$ cat config.mk
export PLATFORM = sky130hd
export DESIGN_NAME = demux_4_reg
export DESIGN_NICKNAME = d
export VERILOG_FILES = /design/src/rtl/demux_4_reg.sv
export SDC_FILE = /design/constraint.sdc
export NUM_CORES = 1
export LEC_CHECK = 0
export CAP_MARGIN = 20
export CORE_AREA = 2 2 145 147
export DETAILED_ROUTE_END_ITERATION = 10
export DIE_AREA = 0 0 147 149
export GPL_TIMING_DRIVEN = 0
export PLACE_DENSITY = 0.51
export SYNTH_ARGS = -nofsm -noshare
export SYNTH_HDL_FRONTEND = slang
export SYNTH_SLANG_ARGS = --single-unit
$ cat constraint.sdc
create_clock -name clk -period 8.9 [get_ports clk]
set_input_delay 1.335 -clock clk [delete_from_list [all_inputs] [get_ports clk]]
set_output_delay 1.335 -clock clk [all_outputs]
set_load 0.01 [all_outputs]
$ cat src/rtl/demux_4_reg.sv
// demux_4_reg: registered 1-to-4 demultiplexer with one holding register per channel.
// A single producer routes WIDTH-bit words to one of four consumers chosen by in_sel.
// Each consumer channel has its own valid/ready handshake.
// Ports:
//   clk, rst             clock; asynchronous active-high reset
//   in_valid/in_ready    producer handshake (in_ready is combinational from out_ready/in_sel)
//   in_sel, in_data      destination channel index and the word to route
//   out_valid[3:0]       per-channel holding-register valid
//   out_ready[3:0]       per-channel consumer take
//   out_data0..3         per-channel held word
//   busy                 any channel holds a word
module demux_4_reg #(
   parameter int unsigned WIDTH = 32
) (
   input  logic             clk,
   input  logic             rst,
   input  logic             in_valid,
   output logic             in_ready,
   input  logic [1:0]       in_sel,
   input  logic [WIDTH-1:0] in_data,
   output logic [3:0]       out_valid,
   input  logic [3:0]       out_ready,
   output logic [WIDTH-1:0] out_data0,
   output logic [WIDTH-1:0] out_data1,
   output logic [WIDTH-1:0] out_data2,
   output logic [WIDTH-1:0] out_data3,
   output logic             busy
);

   localparam int unsigned NCH = 4;

   logic [NCH-1:0]            vld_q, vld_d;
   logic [NCH-1:0][WIDTH-1:0] dat_q, dat_d;
   logic                      busy_q, busy_d;
   logic                      accept;

   // Destination slot is free, or it is being drained this cycle (pass-through refill).
   assign in_ready = ~vld_q[in_sel] | out_ready[in_sel];
   assign accept   = in_valid & in_ready;

   // Next-state: drains clear valid first, an accept then overrides its own channel.
   always_comb begin
      vld_d = vld_q;
      dat_d = dat_q;
      for (int k = 0; k < NCH; k++) begin
         if (vld_q[k] & out_ready[k]) begin
            vld_d[k] = 1'b0;
         end
      end
      if (accept) begin
         vld_d[in_sel] = 1'b1;
         dat_d[in_sel] = in_data;
      end
      busy_d = |vld_d;
   end

   // State registers.
   always_ff @(posedge clk or posedge rst) begin
      if (rst) begin
         vld_q  <= '0;
         dat_q  <= '0;
         busy_q <= 1'b0;
      end else begin
         vld_q  <= vld_d;
         dat_q  <= dat_d;
         busy_q <= busy_d;
      end
   end

   assign out_valid = vld_q;
   assign out_data0 = dat_q[0];
   assign out_data1 = dat_q[1];
   assign out_data2 = dat_q[2];
   assign out_data3 = dat_q[3];
   assign busy      = busy_q;

endmodule

# [Word level (Yosys, flattened, before mapping)]
# Index checks and enable logic that the tools add are counted.
[op_classes] magnitude_cmp=2 mux=14 bitwise_logic=8 n_reduce_logical=2
[op_table] op="$bwmux W128" count=1
[op_table] op="$demux W32 S2" count=1
[op_table] op="$mux W32" count=1
[op_table] op="$mux W1" count=7
[op_table] op="$and A1 B1 Y1" count=5
[op_table] op="$bmux W1 S2" count=2
[op_table] op="$mux W4" count=1
[op_table] op="$or A4 B4 Y4" count=1
[op_table] op="$reduce_or A4 Y1" count=1
[op_table] op="$lt A2 B3 Y1 const B" count=1
[op_table] op="$demux W1 S2" count=1
[op_table] op="$ge A2 B1 Y1 const B" count=1
[op_table] op="$logic_and A1 B1 Y1" count=1
[op_table] op="$not A1 Y1" count=1
[op_table] op="$or A1 B1 Y1" count=1
[word_totals] register_bits=133 in_bits=41 output_inout_bits=134 elab_cells=32

# [Longest topological paths before layout]
[depth] depth_word=7 mapped_depth=5 mapped_depth_nobuf=3

# [Worst setup path before layout]
# Ideal clock, no wire load.
[synth_path] path_kind="input to output" startpoint="input port out_ready[0]" endpoint="output port in_ready" arrival_ps=2015 t_required_ps=7565 setup_slack_ps=5550 cell_stages=2 path_buffers=0 path_cell_list="nand2b_1 -> mux4_2"
[synth_via] elab_chain_cells=3
[synth_rtl] item="from (decl)" line="22" rtl="input logic [3:0] out_ready,"
[synth_rtl] item="$bmux W1 S2" line="38" rtl="assign in_ready = ~vld_q[in_sel] | out_ready[in_sel];"
[synth_rtl] item="$mux W1 (implied by the code)" line="38"
[synth_rtl] item="$or A1 B1 Y1" line="38"
[synth_rtl] item="to (decl)" line="18" rtl="output logic in_ready,"
# No other way between the ends. The select of a mux whose other input is x is not followed.

# [Final worst setup path]
# Ends and elaborated chain as after synthesis.

==> summary.txt <==
Cells and area
  • Most common cell after layout, fill and taps aside: clkdlybuf4s50_1
  • ANT cells: 0
  • Nets: 530
  • Filler cell count in the final layout: 1,968
  • Most frequent cells in the layout: clkdlybuf4s50_1, dfrtp_1, mux2_2, mux2_1, clkbuf_16
  • Share of cells above drive strength 1: 0.286
  • Synth-to-Final Area Change: 54.7%
  • Post-layout instance area: 0.00775 sq mm

Die
  • Row count: 53
  • Core area: 0.0206 sq mm
  • Die area: 0.0219 sq mm
  • Top Ports: 175
  • Initial Utilization: 0.244
  • DIE HEIGHT: 149 microns
  • Die Width: 147 microns

Synthesis
  • Mapped Nets: 336
  • Post-Syn Area: 0.00501 sq mm
  • Seq cells post-synth: 133
  • Synth area leader: dfrtp_1
  • Ys Warns: 0
  • Synth top area cells: dfrtp_1, mux2_2, mux2_1
  • Synth unique cells: 19
  • Syn_area_per_cell: 17.0 sq um
  • Post-synthesis sequential area ratio: 0.664
  • Synthesized instance count: 295
  • Top-area cell type share of the netlist area: 0.664

Power
  • Total Power: 2.03 mW
  • Peak VDD IR: 0.121 mV
  • Power per cell area: 262 mW/mm^2
  • P_leak: 3.22 nW

Worst hold path
  • Worst hold path class: flop to flop

Timing
  • Fin. max-slew vios: 0
  • Setup repair after global routing missed its margin: false
  • Final setup fails: 0
  • Final period utilization: 0.482
  • Setup Skew: 0.00821 ns
  • Count of final hold-check violations: 0
  • Slew @ Worst Pin: 0.512 ns
  • Setup total negative slack: 0 ns
  • Worst slew margin: 0.659
  • Fmax: 233 MHz
  • Post-route minimum period: 4.29 ns

CTS
  • Clock tree buffer depth: 2
  • Resized Gates After CTS: 0
  • Clk sink count: 133
  • CTS HTree Levels: 4
  • Clock Latency Late Sink: 0.41 ns
  • Root Driver: clkbuf_16
  • Worst-path clk slew: 0.05 ns
  • Hold Buf Count CTS: 0
  • Setup Fix Bufs, Post-CTS: 0
  • CTS Buf Count: 17
  • CTS tree: built

Run status
  • Status: completed

Detailed routing
  • Final ANT Viol Nets: 0
  • WL met1: 5.86 mm
  • Highest metal layer with signal wires: met4
  • WL met3: 945 microns
  • Iteration-0 DRC Markers: 109
  • Drt pass-1 iters: 4
  • Routed vias: 3,170
  • Drt wl/cell: 17.1 microns
  • Drt drc: 0
  • DR vias/cell: 4.09
  • Final WL: 13.2 mm
  • WL met2: 6.24 mm

Global route
  • Global-route wire length before repair: 21.0 mm
  • Largest net degree at the start of global routing: 90
  • Number of global-route vias before repair: 3,540
  • Global route overflow: 0
  • Total global-route track usage: 0.127
  • Initial antenna violation count: 0

Worst setup path
  • Startpoint Class: primary input
  • CP Class: primary input to primary output
  • Critical path arrival: 2.96 ns
  • CP required: 7.57 ns
  • CP endpoint kind: primary output
  • Critical Path Fanout Max: 4

Placed design
  • Routability cong.: 0.697
  • Placed cell areas: 0.00713 sq mm
  • Count of input and output buffers: 174
  • Placed wire-length estimate: 9.11 mm

Run
  • Max cap viols: 0
## metal layers
| layer | vias up | GRT usage |
|---|---|---|
| li1 | 1431 | - |
| met1 | 1613 | 0.160 |
| met2 | 112 | 0.200 |
| met3 | 14 | 0.0468 |
| met4 | 0 | 0.0476 |
| met5 | - | 0 |
## stage by stage
step                      std cells  hold WS, ns  setup slack (ns)  utilization
final                           775        0.481              4.61        0.377
after global routing            775        0.491              4.55        0.377
after CTS                       775        0.487              4.60        0.377
after detailed placement        745        0.474              4.60        0.347
after global placement          744        0.468              2.11        0.345
after floorplan                 295        0.529              4.01            -
## final cells by class
class | instances | area, sq um | area share
well taps | 275 | 344 | 0.0444
clock buffers | 21 | 470 | 0.0607
flip-flops and latches | 133 | 3330 | 0.429
repair buffers | 175 | 1770 | 0.228
multi-input cells | 147 | 1570 | 0.203
clock inverters | 9 | 151 | 0.0195
inverters | 1 | 8.76 | 0.00113
plain buffers | 14 | 104 | 0.0134
## worst max-delay path, stage by stage
cell	delay, ns
clkdlybuf4s50_1	0.39
nand2b_1	0.21
mux4_2	0.51
clkdlybuf4s50_1	0.51
## synth_stat cells
master and n:
nand4_1 1, nand2b_1 4, nor3b_2 1, mux2_2 95, nand2_1 5, buf_6 3
buf_2 4, nand3_1 1, dfrtp_1 133, nor2b_1 2, mux2_1 33, buf_4 6
nand3b_2 1, inv_1 1, a21o_1 1, mux4_2 1, o21ai_0 1, clkbuf_2 1
and3_1 1
## report_power, final
group / leakage (nW) / internal (mW) / switching [mW]
clock: 0.305 / 0.487 / 0.249
combinational: 1.33 / 0.316 / 0.187
sequential: 1.58 / 0.731 / 0.0633
total: 3.22 / 1.53 / 0.499
## final timing paths
kind | from | endpoint | slack (ns) | depth (start not counted)
worst max register to register | out_valid[1] | out_data1[27] | 7.16 | 4
worst min-delay path | out_data2[5] | out_data2[5] | 0.48 | 1
worst min register to register | out_data2[5] | out_data2[5] | 0.48 | 1
min in group asynchronous | rst | out_data2[18] | 1.33 | 2
max in group asynchronous | rst | out_data0[1] | 6.75 | 3
worst max-delay path | out_ready[0] | in_ready | 4.61 | 4
## flip-flops by register name (all words and copies together), names as in the netlist
register and cells:
out_data0 32, out_data1 32, out_data2 32, out_data3 32, out_valid 4, busy 1
## logic make-up after synthesis
logic type,count (synthesis),synth area share
flip-flops,133,0.664
multiplexers,129,0.292
AND/OR/NAND/NOR,16,0.0195
buffers and inverters,15,0.0215
AO/OA/AOI/OAI,2,0.00250
(Power assumes the default switching activity.)
